===== src/rtl/imem_loader.sv =====
// Boot loader: packs a little-endian host byte stream into 32-bit words and writes them to
// the instruction memory load port while holding the core. IMEM_LOADER_CHECKSUM_EN adds a trailing checksum byte.
module imem_loader #(
  parameter int DEPTH  = 32,
  parameter int ADDR_W = 5
) (
  input  logic              i_clk,
  input  logic              i_rst_n,
  input  logic              i_start,
  input  logic [5:0]        i_word_count,
  input  logic              i_in_valid,
  input  logic [7:0]        i_in_data,
  output logic              o_in_ready,
  output logic              o_load_mem_en,
  output logic [ADDR_W-1:0] o_load_mem_addr,
  output logic [31:0]       o_load_mem_data,
  output logic              o_core_hold,
  output logic              o_busy,
  output logic              o_done,
  output logic              o_err
);

  typedef enum logic [1:0] {S_IDLE, S_LOAD, S_CHECK, S_DONE} state_t;

  localparam logic [5:0] DEPTH_W = 6'(DEPTH);

  state_t              r_state;
  state_t              w_next;
  logic [1:0]          r_byte_cnt;
  logic [5:0]          r_word_cnt;
  logic [5:0]          r_count;
  logic [23:0]         r_buf;
  logic                r_load_en;
  logic [ADDR_W-1:0]   r_load_addr;
  logic [31:0]         r_load_data;

  logic                w_in_ready;
  logic                w_hs;
  logic                w_start;
  logic                w_last_byte;
  logic [5:0]          w_eff_count;

  assign w_in_ready  = (r_state == S_LOAD) || (r_state == S_CHECK);
  assign w_hs        = i_in_valid & w_in_ready;
  assign w_start     = i_start & ((r_state == S_IDLE) || (r_state == S_DONE));
  assign w_last_byte = (r_state == S_LOAD) && w_hs && (r_byte_cnt == 2'd3) &&
                       (r_word_cnt == r_count - 6'd1);
  // Zero or oversize requests fill the whole memory rather than wrapping the address.
  assign w_eff_count = ((i_word_count == 6'd0) || (i_word_count > DEPTH_W)) ? DEPTH_W : i_word_count;

`ifdef IMEM_LOADER_CHECKSUM_EN
  logic [7:0] r_sum;
  logic       r_err;
  logic       w_sum_ok;
  assign w_sum_ok = (i_in_data == r_sum);
  assign o_err    = r_err;
`else
  assign o_err    = 1'b0;
`endif

  // State register
  always_ff @(posedge i_clk or negedge i_rst_n) begin
    if (!i_rst_n) r_state <= S_IDLE;
    else          r_state <= w_next;
  end

  // Next-state logic
  always_comb begin
    w_next = r_state;
    case (r_state)
      S_IDLE, S_DONE: if (w_start) w_next = S_LOAD;
      S_LOAD: begin
        if (w_last_byte) begin
`ifdef IMEM_LOADER_CHECKSUM_EN
          w_next = S_CHECK;
`else
          w_next = S_DONE;
`endif
        end
      end
`ifdef IMEM_LOADER_CHECKSUM_EN
      S_CHECK: if (w_hs) w_next = w_sum_ok ? S_DONE : S_IDLE;
`endif
      default: w_next = S_IDLE;
    endcase
  end

  // Output logic
  always_comb begin
    o_in_ready  = w_in_ready;
    o_busy      = w_in_ready;
    o_done      = (r_state == S_DONE);
    o_core_hold = (r_state != S_DONE);
  end

  assign o_load_mem_en   = r_load_en;
  assign o_load_mem_addr = r_load_addr;
  assign o_load_mem_data = r_load_data;

  // Byte packing, word counter and the registered write port
  always_ff @(posedge i_clk or negedge i_rst_n) begin
    if (!i_rst_n) begin
      r_byte_cnt  <= '0;
      r_word_cnt  <= '0;
      r_count     <= '0;
      r_buf       <= '0;
      r_load_en   <= 1'b0;
      r_load_addr <= '0;
      r_load_data <= '0;
    end else begin
      r_load_en <= 1'b0;
      if (w_start) begin
        r_byte_cnt <= '0;
        r_word_cnt <= '0;
        r_count    <= w_eff_count;
      end else if ((r_state == S_LOAD) && w_hs) begin
        r_byte_cnt <= r_byte_cnt + 2'd1;
        if (r_byte_cnt == 2'd3) begin
          r_load_en   <= 1'b1;
          r_load_addr <= r_word_cnt[ADDR_W-1:0];
          r_load_data <= {i_in_data, r_buf};
          r_word_cnt  <= r_word_cnt + 6'd1;
        end else begin
          r_buf[{r_byte_cnt, 3'b000} +: 8] <= i_in_data;
        end
      end
    end
  end

`ifdef IMEM_LOADER_CHECKSUM_EN
  always_ff @(posedge i_clk or negedge i_rst_n) begin
    if (!i_rst_n) begin
      r_sum <= '0;
      r_err <= 1'b0;
    end else if (w_start) begin
      r_sum <= '0;
      r_err <= 1'b0;
    end else if ((r_state == S_LOAD) && w_hs) begin
      r_sum <= r_sum + i_in_data;
    end else if ((r_state == S_CHECK) && w_hs && !w_sum_ok) begin
      r_err <= 1'b1;
    end
  end
`endif

endmodule


===== config.mk =====
export PLATFORM = sky130hd
export DESIGN_NAME = imem_loader
export DESIGN_NICKNAME = d
export VERILOG_FILES = /design/src/rtl/imem_loader.sv
export SDC_FILE = /design/constraint.sdc
export NUM_CORES = 1
export LEC_CHECK = 0
export CORE_MARGIN = 2
export CORE_UTILIZATION = 39
export CTS_BUF_LIST = sky130_fd_sc_hd__clkbuf_8
export DETAILED_ROUTE_END_ITERATION = 8
export HOLD_SLACK_MARGIN = 0.12
export PLACE_DENSITY = 0.6
export SETUP_SLACK_MARGIN = 0.3
export SLEW_MARGIN = 25
export SYNTH_ARGS = -nofsm -noshare
export SYNTH_HDL_FRONTEND = slang
export SYNTH_SLANG_ARGS = --single-unit

===== constraint.sdc =====
create_clock -name i_clk -period 2.4 [get_ports i_clk]
set_input_delay 0.48 -clock i_clk [delete_from_list [all_inputs] [get_ports i_clk]]
set_output_delay 0.48 -clock i_clk [all_outputs]
set_load 0.02 [all_outputs]

Word-level counts from Yosys, hierarchy flattened --
Cells that the tools add are included.
Word-level totals: flip-flop bits (word level) 78
Operators by class: add/sub/neg operators 4, shifts and indexed selects 2, reductions and logical operators 15, order comparisons 1, bitwise logic cells 4, eq/ne operators 8, mux-type cells 13
Operators with widths (count):
- 24-bit bitwise mux | 1
- 6-bit two-way mux | 4
- 8-bit by 7-bit variable shift with 24-bit output (first input constant) | 1
- 8-bit by 7-bit variable part select with 24-bit output | 1
- 2-bit two-way mux | 4
- 5-bit negator with 7-bit output | 1
- 6-bit by 1-bit adder with 6-bit output (second input constant) | 1
- 2-bit == test (second input constant) | 3
- 6-bit == test | 1
- 6-bit greater-than comparator (second input constant) | 1
- 6-bit zero test | 1
- 2-bit != test (second input constant) | 3
- 3-bit AND reduction | 2
- 6-bit by 1-bit subtractor with 6-bit output (second input constant) | 1
- 2-bit case mux with 2 select lines | 1
- 2-bit AND reduction | 2
- 2-bit nonzero test | 2
- 1-bit logical AND | 3
- 1-bit logical OR | 3
- 1-bit two-way mux | 3
- 2-bit by 1-bit adder with 2-bit output (second input constant) | 1
- 1-bit bitwise AND | 2
- 2-bit by 1-bit == test with 1-bit output (second input constant) | 1
- 2-bit zero test | 1
- 2 further kinds | 3

Logic depth before layout (Yosys ltp) --
depth after elaboration 8, gate-level depth with buffers 9, depth with buffers taken out 7

Worst setup path before layout --
Ideal clock, no wire load.
kind register to register, start point register r_state[0], end point register r_load_data[24] (netlist: o_load_mem_data[24]), slack 0.409 ns, data required time 2.275 ns, arrival 1.866 ns, stages on the path, launching flop included 9, cell sequence dfrtp_1 > inv_1 > ha_1 > and2_1 > buf_2 > nor2_1 > buf_2 > buf_4 > mux2_2
Between the ends: word-level cells in the longest chain between the ends 5, elaborated cells between the ends (all ways) 11, those cells by class eq/ne: 3; bitwise: 3; reduce/logical: 5
RTL lines:
- from (decl) | RTL line 27 | state_t r_state;
- from (signal assigned) | RTL line 64 | else r_state <= w_next;
- 2-bit by 1-bit == test with 1-bit output, or another cell as far along | RTL line 43, 116
- 1-bit logical OR (on tied branches) | RTL line 43, 45
- 1-bit bitwise AND (on tied branches) | RTL line 44, 45
- 1-bit logical AND or 1-bit inverter (tied branches)
- 3-bit AND reduction (no source line) (*)
- to (signal assigned) | RTL line 121 | r_load_data <= {i_in_data, r_buf};
- to (decl) | RTL line 35 | logic [31:0] r_load_data;
Every way passes the cells marked *; elsewhere a longest branch is shown, timed or not. A chain may end at the register's enable or synchronous reset.

Worst setup path after layout --
start point register r_count[0], end point register r_state[1]
Between the ends: word-level cells in the longest chain between the ends 5
RTL lines:
- from (decl) | RTL line 31 | logic [5:0] r_count;
- from (signal assigned) | RTL line 115 | r_count <= w_eff_count;
- 6-bit by 1-bit subtractor with 6-bit output | RTL line 47 | (r_word_cnt == r_count - 6'd1);
- 6-bit == test | RTL line 47
- 1-bit logical AND | RTL line 46 | assign w_last_byte = (r_state == S_LOAD) && w_hs && (r_byte_cnt == 2'd3) &&
- 2-bit != test (no source line)
- 2-bit AND reduction (no source line)
No other way between the ends.

==> summary.md <==
| Metric | Value |
|---|---|
| Status | `complete, no violations` |
| Unique masters post-synth | `30` |
| Layout cell share with drive strength beyond 1 | `0.199` |
| Critical path, cell by cell | `inv_1, ha_1, xor2_1, nand3_2, o41ai_2, o221a_2, mux2_1` |
| Antenna diodes | `0` |
| Core area | `just over 8000 um^2` |
| Max_cap viols | `0` |
| Gate Count Post-Synth | `slightly below 300` |
| Worst Path Buf+Inv | `1` |
| Final wirelength | `about 6700 um` |
| Critical Path AT | `roughly 2300 ps` |
| Max Root-Sink Buffers | `2` |
| Post-DRT Antenna Nets | `0` |
| Row cnt | `33` |
| # hold bufs at CTS | `0` |
| Most common library cells after synthesis | `dfrtp_1, nand2_1, mux2_2` |
| Sum Neg Setup Slack | `0 ps` |
| Final period utilization | `0.855` |
| Worst vdd ir | `about 0.45 mV` |
| Htree depth | `3` |
| Finished Core Util | `0.523` |
| Worst-path fanout max | `4` |
| Iteration-0 DRC count of the detailed router | `73` |
| Grt total ovfl | `0` |
| Worst Max-Slew Pin Slew | `621 ps` |
| Register-to-Register Path Depth | `7` |
| Die area | `9450 um^2` |
| Synth area leaders | `dfrtp_1, mux2_2, nand2_1` |
| Final worst slack | `between 300 and 400 ps` |
| Dpl hpwl | `4810 um` |
| DRT Pass-1 Iters | `4` |
| Post-synthesis sequential area ratio | `0.576` |
| Hold Path Class | `in2async` |
| Syn_area_per_cell | `11.4 um^2` |
| Clock latency on the worst-skew pair | `about 360 ps` |
| RePlAce Congestion | `between 0.7 and 0.8` |
| Endpoint class of the critical path | `flip-flop` |
| Clock slew at reported path FFs | `about 90 ps` |
| Tmin final | `around 2000 ps` |
| Fill cell count | `between 700 and 800` |
| Synth Net Count | `~330` |
| Starting density of the core | `0.408` |
| Async set-or-reset flop fraction in the synthesized netlist | `1.00` |
| Die Wd | `97.2 um` |
| RSZ-0062 raised after global routing | `yes` |
| Cell taking the most area after synthesis | `dfrtp_1` |
| Startpoint types | `flip-flop` |
| R2R setup slack | `350 ps` |
| CP max stage delay | `about 400 ps` |
| Worst slack, placed | `approximately 110 ps` |
| Vias in the first global route | `2283` |
| DRC violations left | `0` |
| Maximum clock rate | `487 MHz` |
| Slew margin rel. | `0.586` |
| CP delay by family, top | `compound AO/OA/AOI/OAI gates` |
| Seq cells post-synth | `78` |
| CTS Buf Count | `9` |
| Largest net degree at the start of global routing | `48` |
| Avg WL per Cell | `approximately 14 um` |
| Fin. max-slew vios | `0` |
| Layout overhead on the synthesized area | `28.2%` |
| Post-synth EDFFs | `0` |
| Leakage | `0.00198 uW` |
| Synthesis Warnings | `0` |
| # IOs | `between 60 and 70` |
| Multi-input logic area | `1360 um^2` |
| First-pass GRT wire length | `11300 um` |
| CTS tree | `yes` |
| FF-to-FF End | `r_state[1]` |
| Worst Path Required | `2640 ps` |
| Hold Fails Final Rpt | `0` |
| CTS sink cnt | `between 70 and 80` |
| R2R Path Start | `r_count[0]` |
| Final net count | `just under 400` |
| Total power | `between 4000 and 5000 uW` |
| GR Util All Layers | `0.151` |
| Initial antenna violation count | `0` |
| CP Class | `reg2reg` |
| Vias per cell | `approximately 4.9` |
| Pwr per Cell Area | `approximately 1100 nW/um^2` |
| Critical Path Slowest Stage Cell | `dfrtp_1` |
| Final setup vio count | `0` |
| Most frequent cell after synthesis | `dfrtp_1` |
| Prevailing post-synth register cell | `dfrtp_1` |
| IO buf count | `approximately 60` |
| Seq. cell area | `just under 2000 um^2` |
| Die Span Y | `a little under 100 um` |
| Root Buffer | `clkbuf_8` |
| Clk_skew | `between 10 and 15 ps` |
| Via count | `2301` |
| Share of the synthesized area in the top cell type | `0.576` |
| Post-Syn Area | `between 3000 and 4000 um^2` |
-- stage by stage --
stage / area, um^2 / instances / hold slack [ps]
after global routing: 4340 / 472 / 160
after floorplan: 3390 / 296 / 184
after CTS: 4330 / 472 / 146
after global placement: 4130 / 456 / 458
final: 4340 / 472 / 136
after detailed placement: 4130 / 456 / 469
-- layer usage --
layer / routed length (um) / track usage / part of all wire
met3: 383 / 0.0568 / 0.057
met5: 0 / 0 / 0
met2: 3140 / 0.242 / 0.47
met4: 68 / 0.0358 / 0.010
met1: 3090 / 0.195 / 0.46
-- final cells by class --
cell class,count,area share
clock inverters,7,0.0184
flip-flops and latches,78,0.449
inverters,8,0.00691
multi-input cells,197,0.312
well taps,105,0.0303
clock buffers,9,0.0285
repair buffers,68,0.154
-- timing repair --
action	CTS	global route
hold endpoints to repair	0	0
setup endpoints to repair	27	27
gates resized for setup	4	9
setup buffers	0	0
-- power by group --
part	switching [uW]	internal, uW	total [uW]
Clock	517	495	1010
Sequential	273	1750	2020
Combinational	990	947	1940
Total	1780	3190	4970
-- flip-flops by register name (all words and copies together) (netlist names) --
signal,flops
o_load_mem_addr,5
o_load_mem_data,32
o_load_mem_en,1
r_buf,24
r_byte_cnt,2
r_count,6
r_state,2
r_word_cnt,6
-- worst max-delay path by stage --
stage	start	to	slack [ps]	cells past startpoint
global route	r_state[0]	r_buf[19]	230	7
CTS	r_state[0]	r_buf[14]	220	6
detailed placement	i_in_valid	r_state[1]	110	6
floorplan	r_state[0]	o_load_mem_data[24]	410	8
finish	r_count[0]	r_state[1]	350	7
global placement	i_start	r_buf[5]	140	6
-- layout by cell type, fill, tap and decap left out, types with 8 or more instances in the layout --
cell type        netlist  routed
clkbuf_8               0       9
inv_1                  8       8
mux2_2                37      37
o21ai_0               26      26
buf_4                  4       8
dfrtp_1               78      78
nand2_1               63      60
clkdlybuf4s50_1        0      55
ha_1                  11      11
nor2_1                11      10
-- cells by family after synthesis --
| kind of cell | after synthesis | share of synthesized area |
|---|---|---|
| AND/OR/NAND/NOR | 99 | 0.130 |
| adder cells (fa/ha/maj) | 11 | 0.0406 |
| multiplexers | 40 | 0.132 |
| XOR/XNOR | 12 | 0.0310 |
| AO/OA/AOI/OAI | 34 | 0.0565 |
| buffers and inverters | 21 | 0.0325 |
| flip-flops | 78 | 0.576 |
| other | 1 | 0.00111 |
No activity file was read; power rests on OpenSTA's default activity.
